[config.mk]
export PLATFORM = sky130hd
export DESIGN_NAME = riscv_hazard_scoreboard
export DESIGN_NICKNAME = d
export VERILOG_FILES = /design/src/rtl/riscv_pkg.sv /design/src/rtl/riscv_mdu_scoreboard.sv /design/src/rtl/riscv_hazard_scoreboard.sv
export SDC_FILE = /design/constraint.sdc
export NUM_CORES = 1
export LEC_CHECK = 0
export BUFFER_PORTS_ARGS = -buffer_cell sky130_fd_sc_hd__buf_2
export CORE_MARGIN = 4
export CORE_UTILIZATION = 40
export DETAILED_ROUTE_END_ITERATION = 10
export GPL_TIMING_DRIVEN = 0
export PLACE_DENSITY = 0.78
export SLEW_MARGIN = 20
export SYNTH_ARGS = -nofsm -noshare
export SYNTH_HDL_FRONTEND = slang
export SYNTH_SLANG_ARGS = --single-unit
[constraint.sdc]
create_clock -name iclk -period 3 [get_ports iclk]
set_clock_uncertainty 0.05 [all_clocks]
set_input_delay 0.45 -clock iclk [delete_from_list [all_inputs] [get_ports iclk]]
set_output_delay 0.45 -clock iclk [all_outputs]
set_load 0.01 [all_outputs]
[src/rtl/riscv_pkg.sv]
// Shared constants for the RISC-V hazard unit: forwarding mux encodings and
// the default register-address width.
package riscv_pkg;

  localparam int REG_AW_DEF = 5;

  localparam logic [1:0] FWD_RF  = 2'b00;
  localparam logic [1:0] FWD_WB  = 2'b01;
  localparam logic [1:0] FWD_MEM = 2'b10;

endpackage

[src/rtl/riscv_mdu_scoreboard.sv]
// Single-entry scoreboard tracking the destination of an in-flight MDU op
// with a fixed-latency down-counter; flags issues that arrive while occupied.
module riscv_mdu_scoreboard import riscv_pkg::*; #(
  parameter int REG_AW  = REG_AW_DEF,
  parameter int MDU_LAT = 4
) (
  input  logic              clk,
  input  logic              rst,
  input  logic              start,
  input  logic [REG_AW-1:0] rd_in,
  output logic              busy,
  output logic [REG_AW-1:0] rd,
  output logic              wb,
  output logic              err
);

  localparam int CNT_W = $clog2(MDU_LAT + 1);
  localparam logic [CNT_W-1:0] CNT_LOAD = CNT_W'(MDU_LAT - 1);

  logic [CNT_W-1:0] cnt;
  logic             complete;
  logic             accept;

  assign complete = busy & (cnt == '0);
  // A new op may take the slot in the very cycle the old result retires.
  assign accept   = start & (~busy | complete);
  assign wb       = complete;

  always_ff @(posedge clk) begin
    if (rst) begin
      busy <= 1'b0;
      cnt  <= '0;
      rd   <= '0;
      err  <= 1'b0;
    end else begin
      if (accept) begin
        busy <= 1'b1;
        rd   <= rd_in;
        cnt  <= CNT_LOAD;
      end else if (complete) begin
        busy <= 1'b0;
      end else if (busy) begin
        cnt <= cnt - CNT_W'(1);
      end
      if (start & ~accept)
        err <= 1'b1;
    end
  end

endmodule

[src/rtl/riscv_hazard_scoreboard.sv]
// Hazard unit for the 5-stage pipeline: EX forwarding, load-use and MDU
// scoreboard stalls, and branch flushes.
module riscv_hazard_scoreboard import riscv_pkg::*; #(
  parameter int REG_AW  = REG_AW_DEF,
  parameter int MDU_LAT = 4
) (
  input  logic              iclk,
  input  logic              irst,
  input  logic [REG_AW-1:0] irs1_id,
  input  logic [REG_AW-1:0] irs2_id,
  input  logic              irs1_used_id,
  input  logic              irs2_used_id,
  input  logic [REG_AW-1:0] ird_id,
  input  logic              ireg_wr_id,
  input  logic              imdu_op_id,
  input  logic [REG_AW-1:0] irs1_ex,
  input  logic [REG_AW-1:0] irs2_ex,
  input  logic [REG_AW-1:0] ird_ex,
  input  logic              iresult_src_ex_b0,
  input  logic              ipc_src_ex,
  input  logic              imdu_start_ex,
  input  logic [REG_AW-1:0] ird_mem,
  input  logic [REG_AW-1:0] ird_wb,
  input  logic              ireg_wr_mem,
  input  logic              ireg_wr_wb,
  output logic [1:0]        oforward_ae,
  output logic [1:0]        oforward_be,
  output logic              ostall_if,
  output logic              ostall_id,
  output logic              oflush_id,
  output logic              oflush_ex,
  output logic              omdu_busy,
  output logic [REG_AW-1:0] omdu_rd,
  output logic              omdu_wb,
  output logic              osb_err
);

  logic lw_stall;
  logic sb_raw, sb_waw, sb_stall;
  logic stall;

  function automatic logic [1:0] fwd_sel(input logic [REG_AW-1:0] rs);
    if (rs != '0 && rs == ird_mem && ireg_wr_mem)     return FWD_MEM;
    else if (rs != '0 && rs == ird_wb && ireg_wr_wb)  return FWD_WB;
    else                                              return FWD_RF;
  endfunction

  assign oforward_ae = fwd_sel(irs1_ex);
  assign oforward_be = fwd_sel(irs2_ex);

  riscv_mdu_scoreboard #(
    .REG_AW  (REG_AW),
    .MDU_LAT (MDU_LAT)
  ) u_sb (
    .clk   (iclk),
    .rst   (irst),
    .start (imdu_start_ex),
    .rd_in (ird_ex),
    .busy  (omdu_busy),
    .rd    (omdu_rd),
    .wb    (omdu_wb),
    .err   (osb_err)
  );

  assign lw_stall = iresult_src_ex_b0 & (ird_ex != '0) &
                    ((irs1_used_id & (irs1_id == ird_ex)) |
                     (irs2_used_id & (irs2_id == ird_ex)));

  // An x0 destination keeps the slot for structural purposes but never aliases.
  assign sb_raw   = (omdu_rd != '0) &
                    ((irs1_used_id & (irs1_id == omdu_rd)) |
                     (irs2_used_id & (irs2_id == omdu_rd)));
  assign sb_waw   = (omdu_rd != '0) & ireg_wr_id & (ird_id == omdu_rd);
  assign sb_stall = omdu_busy & (sb_raw | sb_waw | imdu_op_id);

  assign stall     = (lw_stall | sb_stall) & ~ipc_src_ex;
  assign ostall_if = stall;
  assign ostall_id = stall;
  assign oflush_id = ipc_src_ex;
  assign oflush_ex = stall | ipc_src_ex;

endmodule

==> Yosys cells after proc, flatten, opt, wreduce, memory -nomap -nowiden <==
Index checks and enable logic that the tools add are counted.
{ "totals": {"ff_bits": 10, "latch_bits": 0, "ramBits": 0, "romBits": 0, "input_bits": 51, "out_inout_bits": 16, "wordCells": 68, "mem_count": 0} }
{ "classes": {"addsub": 1, "n_mul": 0, "n_div": 0, "magnitude_cmp": 0, "n_eq_ne": 10, "shift": 0, "muxes": 9, "bitwise": 25, "reduce_logical": 18} }
{ "op_table": {"columns": ["operator", "count"], "rows": [
  ["$eq 5x5->1", 9],
  ["$reduce_bool 5->1", 4],
  ["$and 1x1->1", 14],
  ["$mux 2", 5],
  ["$logic_and 1x1->1", 8],
  ["$or 1x1->1", 7],
  ["$mux 1", 4],
  ["$not 1->1", 4],
  ["$reduce_and 2->1", 2],
  ["$reduce_bool 2->1", 2],
  ["$logic_not 3->1", 1],
  ["$sub 3x1->3 const B", 1],
  ["$ne 2x2->1 const B", 1],
  ["$reduce_or 2->1", 1]
]} }

==> Longest topological paths before layout <==
Gate-level depths: netlist of the first run.
{ "depth": {"depth_word": 10, "mapped_depth": 7, "ltp_nobuf": 6} }

==> Hierarchy <==
A second synthesis of the first run with hierarchy kept.
{ "unflattened": {"hier_cells": 126, "hier_area_um2": 1069.8} }
{ "modules_own_cells": {"columns": ["module", "instances", "cells_each", "area_each_um2", "seq_area_each_um2"], "rows": [
  ["riscv_hazard_scoreboard", 1, 79, 611.8, 0.0],
  ["riscv_mdu_scoreboard", 1, 47, 457.9, 200.2]
]} }

==> Worst setup path after synthesis of the first run <==
No wires, ideal clock.
{ "synth_path": {"path_type": "register to output", "start": "register u_sb.rd[2]", "end": "output port ostall_if", "arrival_time_ps": 1629, "slack_ps": 871, "stages_incl_launch_ff": 8, "path_cell_list": "dfxtp_1 -> buf_6 -> xor2_1 -> nor4_1 -> a31oi_1 -> a31o_1 -> a21oi_1 -> buf_4"} }
{ "synth_between": {"elab_chain_len": 9, "word_cells_on_any_way": 15, "cone_classes": "eq/ne: 3; bitwise: 11; reduce/logical: 1"} }
{ "synth_lines": {"columns": ["element", "line", "source"], "rows": [
  ["start, declared", "riscv_mdu_scoreboard.sv:12", "output logic [REG_AW-1:0] rd,"],
  ["start signal, assigned", "riscv_mdu_scoreboard.sv:38", "rd <= rd_in;"],
  ["$eq 5x5->1 (on tied branches)", "riscv_hazard_scoreboard.sv:71, riscv_hazard_scoreboard.sv:72", null],
  ["$and 1x1->1 (on tied branches)", "riscv_hazard_scoreboard.sv:71, riscv_hazard_scoreboard.sv:72", null],
  ["$or 1x1->1", "riscv_hazard_scoreboard.sv:71", "((irs1_used_id & (irs1_id == omdu_rd)) |"],
  ["$and 1x1->1", "riscv_hazard_scoreboard.sv:70", "assign sb_raw = (omdu_rd != '0) &"],
  ["$or 1x1->1 (*) (2 in series)", "riscv_hazard_scoreboard.sv:74", "assign sb_stall = omdu_busy & (sb_raw | sb_waw | imdu_op_id);"],
  ["$and 1x1->1 (*)", "riscv_hazard_scoreboard.sv:74", null],
  ["$or 1x1->1 (*)", "riscv_hazard_scoreboard.sv:76", "assign stall = (lw_stall | sb_stall) & ~ipc_src_ex;"],
  ["$and 1x1->1 (*)", "riscv_hazard_scoreboard.sv:76", null],
  ["end, declared", "riscv_hazard_scoreboard.sv:28", "output logic ostall_if,"]
]} }
Mark *: on every way between the ends. The rest lies on a longest branch, timed or not.

==> Final worst setup path of the first run <==
{ "layout_path": {"start": "register u_sb.rd[3]", "end": "output port ostall_if"} }
The elaborated chain is that of the path after synthesis.

==> flow_metrics.env, run 1 <==
export IMPL_vias=1117
export IMPL_drive_gt1_frac=0.421
export IMPL_finalMaxSlewViolations=0
export IMPL_startpoint_type="flop"
export IMPL_grt_max_degree=11
export IMPL_period_needed_ns=2.49
export IMPL_fmax_ghz=0.402
export IMPL_gr_usage_all_layers=0.164
export IMPL_die_area_um2=3550
export IMPL_clockRootBuffer="clkbuf_4"
export IMPL_io_buffers=65
export IMPL_place_congestion=0.868
export IMPL_hold_path_depth=2
export IMPL_maxSlewHeadroom=0.644
export IMPL_reg2reg_slack_ns=1.19
export IMPL_worstPathCellList="xor2_1 -> nor4_1 -> nand3_1 -> a31o_1 -> a21oi_1 -> buf_4 -> buf_2"
export IMPL_post_place_ws_ns=0.691
export IMPL_fillCellCount=231
export IMPL_p_leak_nw=0.691
export IMPL_rows=18
export IMPL_cts_htree_levels=1
export IMPL_rsz0062_at_grt="no"
export IMPL_grt_overflow=0
export IMPL_dp_hpwl_mm=2.44
export IMPL_post_cts_resized=0
export IMPL_status="finished, final reports clean"
export IMPL_worst_pin_slew_ns=0.533
export IMPL_synth_cell_area_um2=1060
export IMPL_core_um2=2500
export IMPL_clock_path_buffers=2
export IMPL_min_path_type="flop to flop"
export IMPL_layout_nets=245
export IMPL_numCtsBuffers=3
export IMPL_firstDrtPassIters=4
export IMPL_worstPathMaxFanout=6
export IMPL_cts_sinks=10
export IMPL_drc_errors=0
export IMPL_cts_tree="built"
export IMPL_ctsHoldBuffers=0
export IMPL_ant_nets=0
export IMPL_drv_cap=0
export IMPL_die_x_um=59.6
export IMPL_ys_ff_latch=10
export IMPL_initialDrtViolationCount=25
export IMPL_clk_insertion_delay_late_ns=0.26
export IMPL_num_io_pins=67
export IMPL_cpLargestDelayFamily="simple AND/OR/NAND/NOR gates"
export IMPL_worst_ep_required_time_ns=2.50
export IMPL_ys_warn_count=0
export IMPL_irDropWorstVdd_uv=339
export IMPL_start_util=0.425
export IMPL_worstSetupPathType="flop to primary output"
export IMPL_powerDensity_nw_per_um2=290
export IMPL_antennaDiodeCount=0
export IMPL_clk_pin_slew_ns=0.06
export IMPL_slowest_delay_ns=0.47
export IMPL_worst_setup_path_end_kind="primary output"
export IMPL_area_growth_pct=36.2
export IMPL_syn_num_nets=175
export IMPL_routedWlPerCell_um=13.0
export IMPL_hold_end="u_sb.err$_SDFFE_PP0P_"
export IMPL_setup_tns_final_ns=0
export IMPL_synthCells=122
export IMPL_grt_pass1_vias=1135
export IMPL_r2r_start="u_sb.cnt[0]$_SDFFE_PP0P_"
export IMPL_ys_seq_area_frac=0.188
export IMPL_synth_cell_types=33
export IMPL_vias_per_cell=5.08
export IMPL_antenna_found_initial=0
export IMPL_worst_slack_ns=0.514
export IMPL_postCtsSetupBuffers=0
export IMPL_slowest_stage="dfxtp_1"
export IMPL_hp_start="u_sb.err$_SDFFE_PP0P_"
export IMPL_post_route_period_util=0.829
export IMPL_routed_wl_mm=2.87
export IMPL_worstPathArrival_ns=1.99
export IMPL_rr_endpoint="u_sb.rd[0]$_SDFFE_PP0P_"
export IMPL_finalHoldViolations=0
export IMPL_setup_viol=0
export IMPL_critPathBufInv=2
export IMPL_grt_pass1_wl_mm=4.65
export IMPL_reg2reg_depth=7
export IMPL_avgSynthCellArea_um2=8.72
export IMPL_die_h_um=59.6
-- cell usage in the layout, fill, tap and decap left out, types with 2 or more instances in the layout --
master,instances
a211oi_1,2
a21oi_1,3
and3_1,3
buf_2,66
buf_4,2
clkbuf_4,3
dfxtp_1,10
ha_1,2
inv_1,3
mux2i_1,5
nand2_1,2
nand3_1,2
nand4_1,4
nor2_1,9
nor2_4,2
nor3_1,2
nor4_1,5
nor4_2,4
or4_1,2
or4_4,2
xnor2_1,21
xor2_1,24
-- cell type report --
cell class | instances | area (µm²) | area share
multi-input combinational | 104 | 817 | 0.564
inverter | 3 | 11.3 | 0.00777
buffer | 5 | 35.0 | 0.0242
tap | 30 | 37.5 | 0.0259
timing repair buffer | 65 | 325 | 0.225
sequential | 10 | 200 | 0.138
clock buffer | 3 | 22.5 | 0.0155
-- cells in the mapped netlist (all sizes together) --
cell type / count / area share
nand2: 2 / 0.0071
o221ai: 1 / 0.0082
o31ai: 1 / 0.0071
nor2b: 1 / 0.0059
and3: 3 / 0.018
nor4: 9 / 0.076
nor3b: 1 / 0.0071
or3: 1 / 0.0059
nand4: 4 / 0.024
buf: 5 / 0.033
ha: 2 / 0.024
a31oi: 1 / 0.0059
nor2: 11 / 0.053
nor3: 2 / 0.0094
a21oi: 3 / 0.014
inv: 3 / 0.011
nand3b: 1 / 0.0071
a31o: 1 / 0.0082
nand3: 2 / 0.0094
o21ai: 1 / 0.0047
a21boi: 1 / 0.0071
mux2i: 5 / 0.047
a211oi: 2 / 0.014
or4: 4 / 0.035
xor2: 24 / 0.20
xnor2: 21 / 0.17
dfxtp: 10 / 0.19
-- per-layer routing --
layer	GRT usage	part of all wire	vias up
li1	-	-	564
met4	0.0285	0.011	0
met3	0.0436	0.097	7
met1	0.191	0.38	494
met2	0.303	0.51	52
met5	0	0	-
-- registers in the layout, indices dropped and copies added (netlist names) --
register and cells:
u_sb.busy 1, u_sb.cnt 3, u_sb.err 1, u_sb.rd 5
-- stage by stage --
step / power, mW / std cells / area, µm² / hold WS (ns) / utilization
floorplan: 0.256 / 122 / 1060 / 0.393 / -
finish: 0.420 / 220 / 1450 / 0.421 / 0.580
global placement: 0.328 / 217 / 1430 / 0.394 / 0.571
CTS: 0.424 / 220 / 1450 / 0.426 / 0.580
global route: 0.450 / 220 / 1450 / 0.448 / 0.580
detailed placement: 0.334 / 217 / 1430 / 0.410 / 0.571
-- tightest hold or removal path: stages (launching register included) --
cell and delay (ns):
dfxtp_1 0.32, a21oi_1 0.05, nor2_1 0.07
-- kinds of logic (layout without fill, tap and decap cells) --
family,after synthesis,count (layout),synth area share
xor+xnor,45,45,0.371
buf+inv,8,76,0.0435
fa+ha+maj,2,2,0.0235
simple gates,41,41,0.258
flops,10,10,0.188
mux,5,5,0.0471
compound gates,11,11,0.0694
-- worst max path at each step --
stage	from	end	depth (start not counted)
floorplan	u_sb.rd[2]$_SDFFE_PP0P_	ostall_if	7
finish	u_sb.rd[3]$_SDFFE_PP0P_	ostall_if	7
CTS	u_sb.rd[3]$_SDFFE_PP0P_	ostall_if	7
detailed placement	ird_id[1]	ostall_if	8
global placement	ird_id[1]	ostall_if	8
global route	u_sb.rd[3]$_SDFFE_PP0P_	ostall_if	7
-- power by group --
part           internal [mW]  switching (mW)  total [mW]
Sequential             0.143          0.0123       0.155
Combinational         0.0896          0.0880       0.178
Clock                 0.0461          0.0410      0.0871
Total                  0.279           0.141       0.420
No activity file was read; power rests on OpenSTA's default activity.
==> run 2: changes to the inputs <==
--- a/config.mk
+++ b/config.mk
@@ -7,7 +7,7 @@
 export LEC_CHECK = 0
 export BUFFER_PORTS_ARGS = -buffer_cell sky130_fd_sc_hd__buf_2
 export CORE_MARGIN = 4
-export CORE_UTILIZATION = 40
+export CORE_UTILIZATION = 38
 export DETAILED_ROUTE_END_ITERATION = 10
 export GPL_TIMING_DRIVEN = 0
 export PLACE_DENSITY = 0.78
==> constraint.sdc (replaced) <==
create_clock -name iclk -period 2 [get_ports iclk]
set_clock_uncertainty 0.05 [all_clocks]
set_input_delay 0.3 -clock iclk [delete_from_list [all_inputs] [get_ports iclk]]
set_output_delay 0.3 -clock iclk [all_outputs]
set_load 0.01 [all_outputs]
==> flow_metrics.env, run 2 (same netlist as run 1, synthesis figures left out) <==
export IMPL_worst_pin_slew_ns=0.455
export IMPL_clockRootBuffer="clkbuf_4"
export IMPL_io_buffers=65
export IMPL_vias_per_cell=5.09
export IMPL_die_h_um=60.9
export IMPL_rows=18
export IMPL_area_growth_pct=41.5
export IMPL_cts_htree_levels=1
export IMPL_place_congestion=0.850
export IMPL_drv_cap=0
export IMPL_routedWlPerCell_um=13.8
export IMPL_cts_sinks=10
export IMPL_fmax_ghz=0.449
export IMPL_top_regs="u_sb.rd (5), u_sb.cnt (3)"
export IMPL_firstDrtPassIters=4
export IMPL_p_leak_nw=0.694
export IMPL_num_io_pins=67
export IMPL_grt_max_degree=11
export IMPL_layout_nets=245
export IMPL_utilization=0.586
export IMPL_antenna_found_initial=0
export IMPL_largest_reg_flops=5
export IMPL_clock_path_buffers=2
export IMPL_clk_pin_slew_ns=0.06
export IMPL_die_area_um2=3710
export IMPL_grt_pass1_wl_mm=4.44
export IMPL_initialDrtViolationCount=30
export IMPL_drc_errors=0
export IMPL_rsz0062_at_grt="yes"
export IMPL_gr_usage_all_layers=0.160
export IMPL_startpoint_type="flop"
export IMPL_final_common_cell="buf_2"
export IMPL_finalHoldViolations=0
export IMPL_setup_viol=3
export IMPL_grt_overflow=0
export IMPL_grt_pass1_vias=1050
export IMPL_layout_common_cells="65 x buf_2, 22 x xor2_1, 21 x xnor2_1"
export IMPL_die_x_um=60.9
export IMPL_worstPathArrival_ns=1.88
export IMPL_powerDensity_nw_per_um2=428
export IMPL_clk_insertion_delay_late_ns=0.26
export IMPL_violations="negative setup slack"
export IMPL_r2r_start="u_sb.cnt[0]$_SDFFE_PP0P_"
export IMPL_dp_hpwl_mm=2.52
export IMPL_numCtsBuffers=3
export IMPL_status="complete, but fails checks"
export IMPL_routed_wl_mm=3.04
export IMPL_irDropWorstVdd_uv=363
export IMPL_period_needed_ns=2.23
export IMPL_fillCellCount=228
export IMPL_worstSetupPathType="flop to primary output"
export IMPL_post_route_period_util=1.11
export IMPL_vias=1119
export IMPL_antennaDiodeCount=0
export IMPL_largest_register="u_sb.rd"
export IMPL_finalMaxSlewViolations=0
export IMPL_hold_end="u_sb.busy$_SDFFE_PP0P_"
export IMPL_min_path_type="primary input to flop"
export IMPL_rr_endpoint="u_sb.rd[1]$_SDFFE_PP0P_"
export IMPL_core_um2=2570
export IMPL_final_cells=220
export IMPL_maxSlewHeadroom=0.696
export IMPL_worstPathMaxFanout=6
export IMPL_ctsHoldBuffers=0
export IMPL_cts_tree="built"
export IMPL_hold_path_depth=3
export IMPL_worst_setup_path_end_kind="primary output"
export IMPL_reg2reg_depth=7
export IMPL_dp_cells=217
export IMPL_drive_gt1_frac=0.484
export IMPL_worst_slack_ns=-0.229
export IMPL_reg2reg_slack_ns=0.29
export IMPL_hp_start="imdu_start_ex"
export IMPL_worst_ep_required_time_ns=1.65
export IMPL_ant_nets=0
export IMPL_start_util=0.414
run 2: cell counts in the layout (fill, tap and decap cells not counted):
Identical to the previous run, type by type.
run 2: through the flow:
step | instance area (µm²) | setup TNS [ns] | power (mW) | hold WS, ns | worst slack, ns
after floorplan | 1060 | 0 | 0.383 | 0.371 | 0.0209
after global placement | 1430 | -0.0531 | 0.496 | 0.390 | -0.0531
after detailed placement | 1430 | -0.0761 | 0.503 | 0.413 | -0.0761
after CTS | 1460 | -0.522 | 0.639 | 0.300 | -0.234
after global routing | 1510 | -0.670 | 0.690 | 0.320 | -0.284
final | 1510 | -0.496 | 0.644 | 0.303 | -0.229
run 2: metal layers:
layer	global-route usage	vias to the layer above	wire length [µm]	share of wire
met5	0	-	0	0
met4	0.0464	0	51	0.017
met3	0.0468	4	282	0.093
met2	0.296	50	1530	0.50
met1	0.176	501	1170	0.39
li1	-	564	-	-
run 2: final cells by class:
cell class                      instances  area, µm²  share of cell area
Multi-Input combinational cell        104        857               0.569
Timing Repair Buffer                   66        339               0.225
Tap cell                               30       37.5              0.0249
Clock buffer                            3       22.5              0.0150
Inverter                                3       11.3             0.00748
Sequential cell                        10        214               0.142
Buffer                                  4       23.8              0.0158
run 2: how the worst max path moves through the flow:
| stage | cells after the start | start | end |
|---|---|---|---|
| 2_1_floorplan | 7 | u_sb.rd[2]$_SDFFE_PP0P_ | ostall_if |
| 3_3_place_gp | 7 | u_sb.rd[3]$_SDFFE_PP0P_ | ostall_if |
| 3_5_place_dp | 8 | ird_ex[3] | ostall_if |
| 4_1_cts | 6 | u_sb.rd[3]$_SDFFE_PP0P_ | ostall_if |
| 5_1_grt | 6 | u_sb.rd[3]$_SDFFE_PP0P_ | ostall_if |
| 6_report | 6 | u_sb.rd[3]$_SDFFE_PP0P_ | ostall_if |
run 2: timing repair:
item,CTS,global route
resized for setup,5,11
pin swaps,4,10
setup buffers,0,1
setup endpoints to repair,3,3
run 2: worst max-delay path, cell delays in order, from the launching register on:
cell and delay (ns):
dfxtp_4 0.38, or4_4 0.54, o31ai_2 0.20, a31o_1 0.18, a21oi_2 0.07, buf_4 0.14
buf_6 0.11
run 2: where the power goes:
| group | internal (mW) | switching [mW] |
|---|---|---|
| registers | 0.214 | 0.0228 |
| clock network | 0.0692 | 0.0629 |
| logic | 0.141 | 0.135 |
==> run 3: changes to the inputs <==
--- a/config.mk
+++ b/config.mk
@@ -7,10 +7,11 @@
 export LEC_CHECK = 0
 export BUFFER_PORTS_ARGS = -buffer_cell sky130_fd_sc_hd__buf_2
 export CORE_MARGIN = 4
-export CORE_UTILIZATION = 38
+export CORE_UTILIZATION = 40
 export DETAILED_ROUTE_END_ITERATION = 10
 export GPL_TIMING_DRIVEN = 0
 export PLACE_DENSITY = 0.78
+export SETUP_SLACK_MARGIN = 0.15
 export SLEW_MARGIN = 20
 export SYNTH_ARGS = -nofsm -noshare
 export SYNTH_HDL_FRONTEND = slang
==> constraint.sdc (replaced) <==
create_clock -name iclk -period 2.6 [get_ports iclk]
set_clock_uncertainty 0.05 [all_clocks]
set_input_delay 0.39 -clock iclk [delete_from_list [all_inputs] [get_ports iclk]]
set_output_delay 0.39 -clock iclk [all_outputs]
set_load 0.01 [all_outputs]
==> flow_metrics.env, run 3 (same netlist as run 1, synthesis figures left out) <==
export IMPL_die_x_um=59.6
export IMPL_post_route_period_util=0.883
export IMPL_hold_path_depth=3
export IMPL_grt_max_degree=11
export IMPL_routedWlPerCell_um=13.1
export IMPL_start_util=0.425
export IMPL_drive_gt1_frac=0.458
export IMPL_grt_pass1_vias=1135
export IMPL_drv_cap=0
export IMPL_p_total_mw=0.493
export IMPL_clk_insertion_delay_late_ns=0.26
export IMPL_vias=1130
export IMPL_stdcell_area_um2=1470
export IMPL_drc_errors=0
export IMPL_largest_register="u_sb.rd"
export IMPL_firstDrtPassIters=4
export IMPL_top_regs="u_sb.rd (5), u_sb.cnt (3)"
export IMPL_routed_wl_mm=2.89
export IMPL_startpoint="u_sb.rd[3]$_SDFFE_PP0P_"
export IMPL_dp_cells=217
export IMPL_grt_overflow=0
export IMPL_antenna_found_initial=0
export IMPL_postCtsSetupBuffers=0
export IMPL_io_buffers=65
export IMPL_core_um2=2500
export IMPL_cts_sinks=10
export IMPL_clockRootBuffer="clkbuf_4"
export IMPL_maxSlewHeadroom=0.642
export IMPL_fmax_ghz=0.435
export IMPL_worstSetupPathType="flop to primary output"
export IMPL_final_cells=220
export IMPL_setup_tns_final_ns=0
export IMPL_grt_pass1_wl_mm=4.65
export IMPL_worstPathArrival_ns=1.86
export IMPL_worst_ep_required_time_ns=2.16
export IMPL_worstPathMaxFanout=6
export IMPL_min_path_type="primary input to flop"
export IMPL_num_io_pins=67
export IMPL_final_common_cell="buf_2"
export IMPL_antennaDiodeCount=0
export IMPL_layout_common_cells="66 x buf_2, 24 x xor2_1, 21 x xnor2_1"
export IMPL_die_h_um=59.6
export IMPL_numCtsBuffers=3
export IMPL_post_place_ws_ns=0.411
export IMPL_p_leak_nw=0.693
export IMPL_utilization=0.588
export IMPL_powerDensity_nw_per_um2=335
export IMPL_dp_hpwl_mm=2.44
export IMPL_hp_start="imdu_start_ex"
export IMPL_layout_nets=245
export IMPL_startpoint_type="flop"
export IMPL_ant_nets=0
export IMPL_die_area_um2=3550
export IMPL_status="finished, final reports clean"
export IMPL_finalHoldViolations=0
export IMPL_clock_path_buffers=2
export IMPL_cts_tree="built"
export IMPL_whs_ns=0.371
export IMPL_period_needed_ns=2.30
export IMPL_finalMaxSlewViolations=0
export IMPL_worst_slack_ns=0.303
export IMPL_initialDrtViolationCount=21
export IMPL_rsz0062_at_grt="no"
export IMPL_place_congestion=0.868
export IMPL_irDropWorstVdd_uv=404
export IMPL_reg2reg_depth=7
export IMPL_clk_pin_slew_ns=0.06
export IMPL_worst_pin_slew_ns=0.537
export IMPL_setup_viol=0
export IMPL_vias_per_cell=5.14
export IMPL_largest_reg_flops=5
export IMPL_dpl_cell_area_um2=1430
export IMPL_area_growth_pct=38.2
export IMPL_r2r_start="u_sb.cnt[0]$_SDFFE_PP0P_"
export IMPL_cts_htree_levels=1
export IMPL_gr_usage_all_layers=0.164
export IMPL_rows=18
export IMPL_worst_setup_path_end_kind="primary output"
==> run 3: cell count changes in the layout (fill, tap and decap cells not counted) <==
cell     before  now
dfxtp_2       2    4
dfxtp_4       3    0
or4_4         3    2
xor2_1       22   24
dfxtp_1       5    6
xor2_2        2    0
o31ai_1       0    1
buf_4         3    2
buf_2        65   66
or4_1         1    2
o31ai_2       1    0
==> run 3: path summary, 6_finish.rpt <==
kind / slack, ns / to
setup reg to reg: 0.77 / u_sb.rd[0]$_SDFFE_PP0P_
setup / recovery: 0.30 / ostall_if
hold reg to reg: 0.42 / u_sb.err$_SDFFE_PP0P_
hold / removal: 0.37 / u_sb.busy$_SDFFE_PP0P_
==> run 3: area by class of cell <==
class                      count  area (µm²)
clock buffer                   3        22.5
timing repair buffer          65         325
fill                         228        1030
sequential                    10         205
multi-input combinational    104         833
inverter                       3        11.3
tap                           30        37.5
buffer                         5        35.0
==> run 3: timing repair <==
action | in CTS | in global routing
hold buffers | 0 | 0
endpoints found under the setup margin | 0 | 2
gates resized for setup | 0 | 7
==> run 3: power by group <==
| part | switching [mW] | total [mW] | internal (mW) |
|---|---|---|---|
| combinational | 0.104 | 0.209 | 0.105 |
| clock | 0.0501 | 0.103 | 0.0534 |
| sequential | 0.0143 | 0.180 | 0.166 |
==> run 3: critical path: stages, from the launching register on <==
cell	delay, ns
dfxtp_2	0.36
or4_1	0.53
o31ai_1	0.20
a31o_1	0.17
a21oi_2	0.07
buf_4	0.13
buf_2	0.13
==> run 3: routing by layer <==
metal,wire [µm],vias to the layer above,track usage
met1,1090,508,0.191
met2,1500,53,0.303
met4,19,0,0.0285
met3,270,5,0.0436
met5,0,-,0
li1,-,564,-
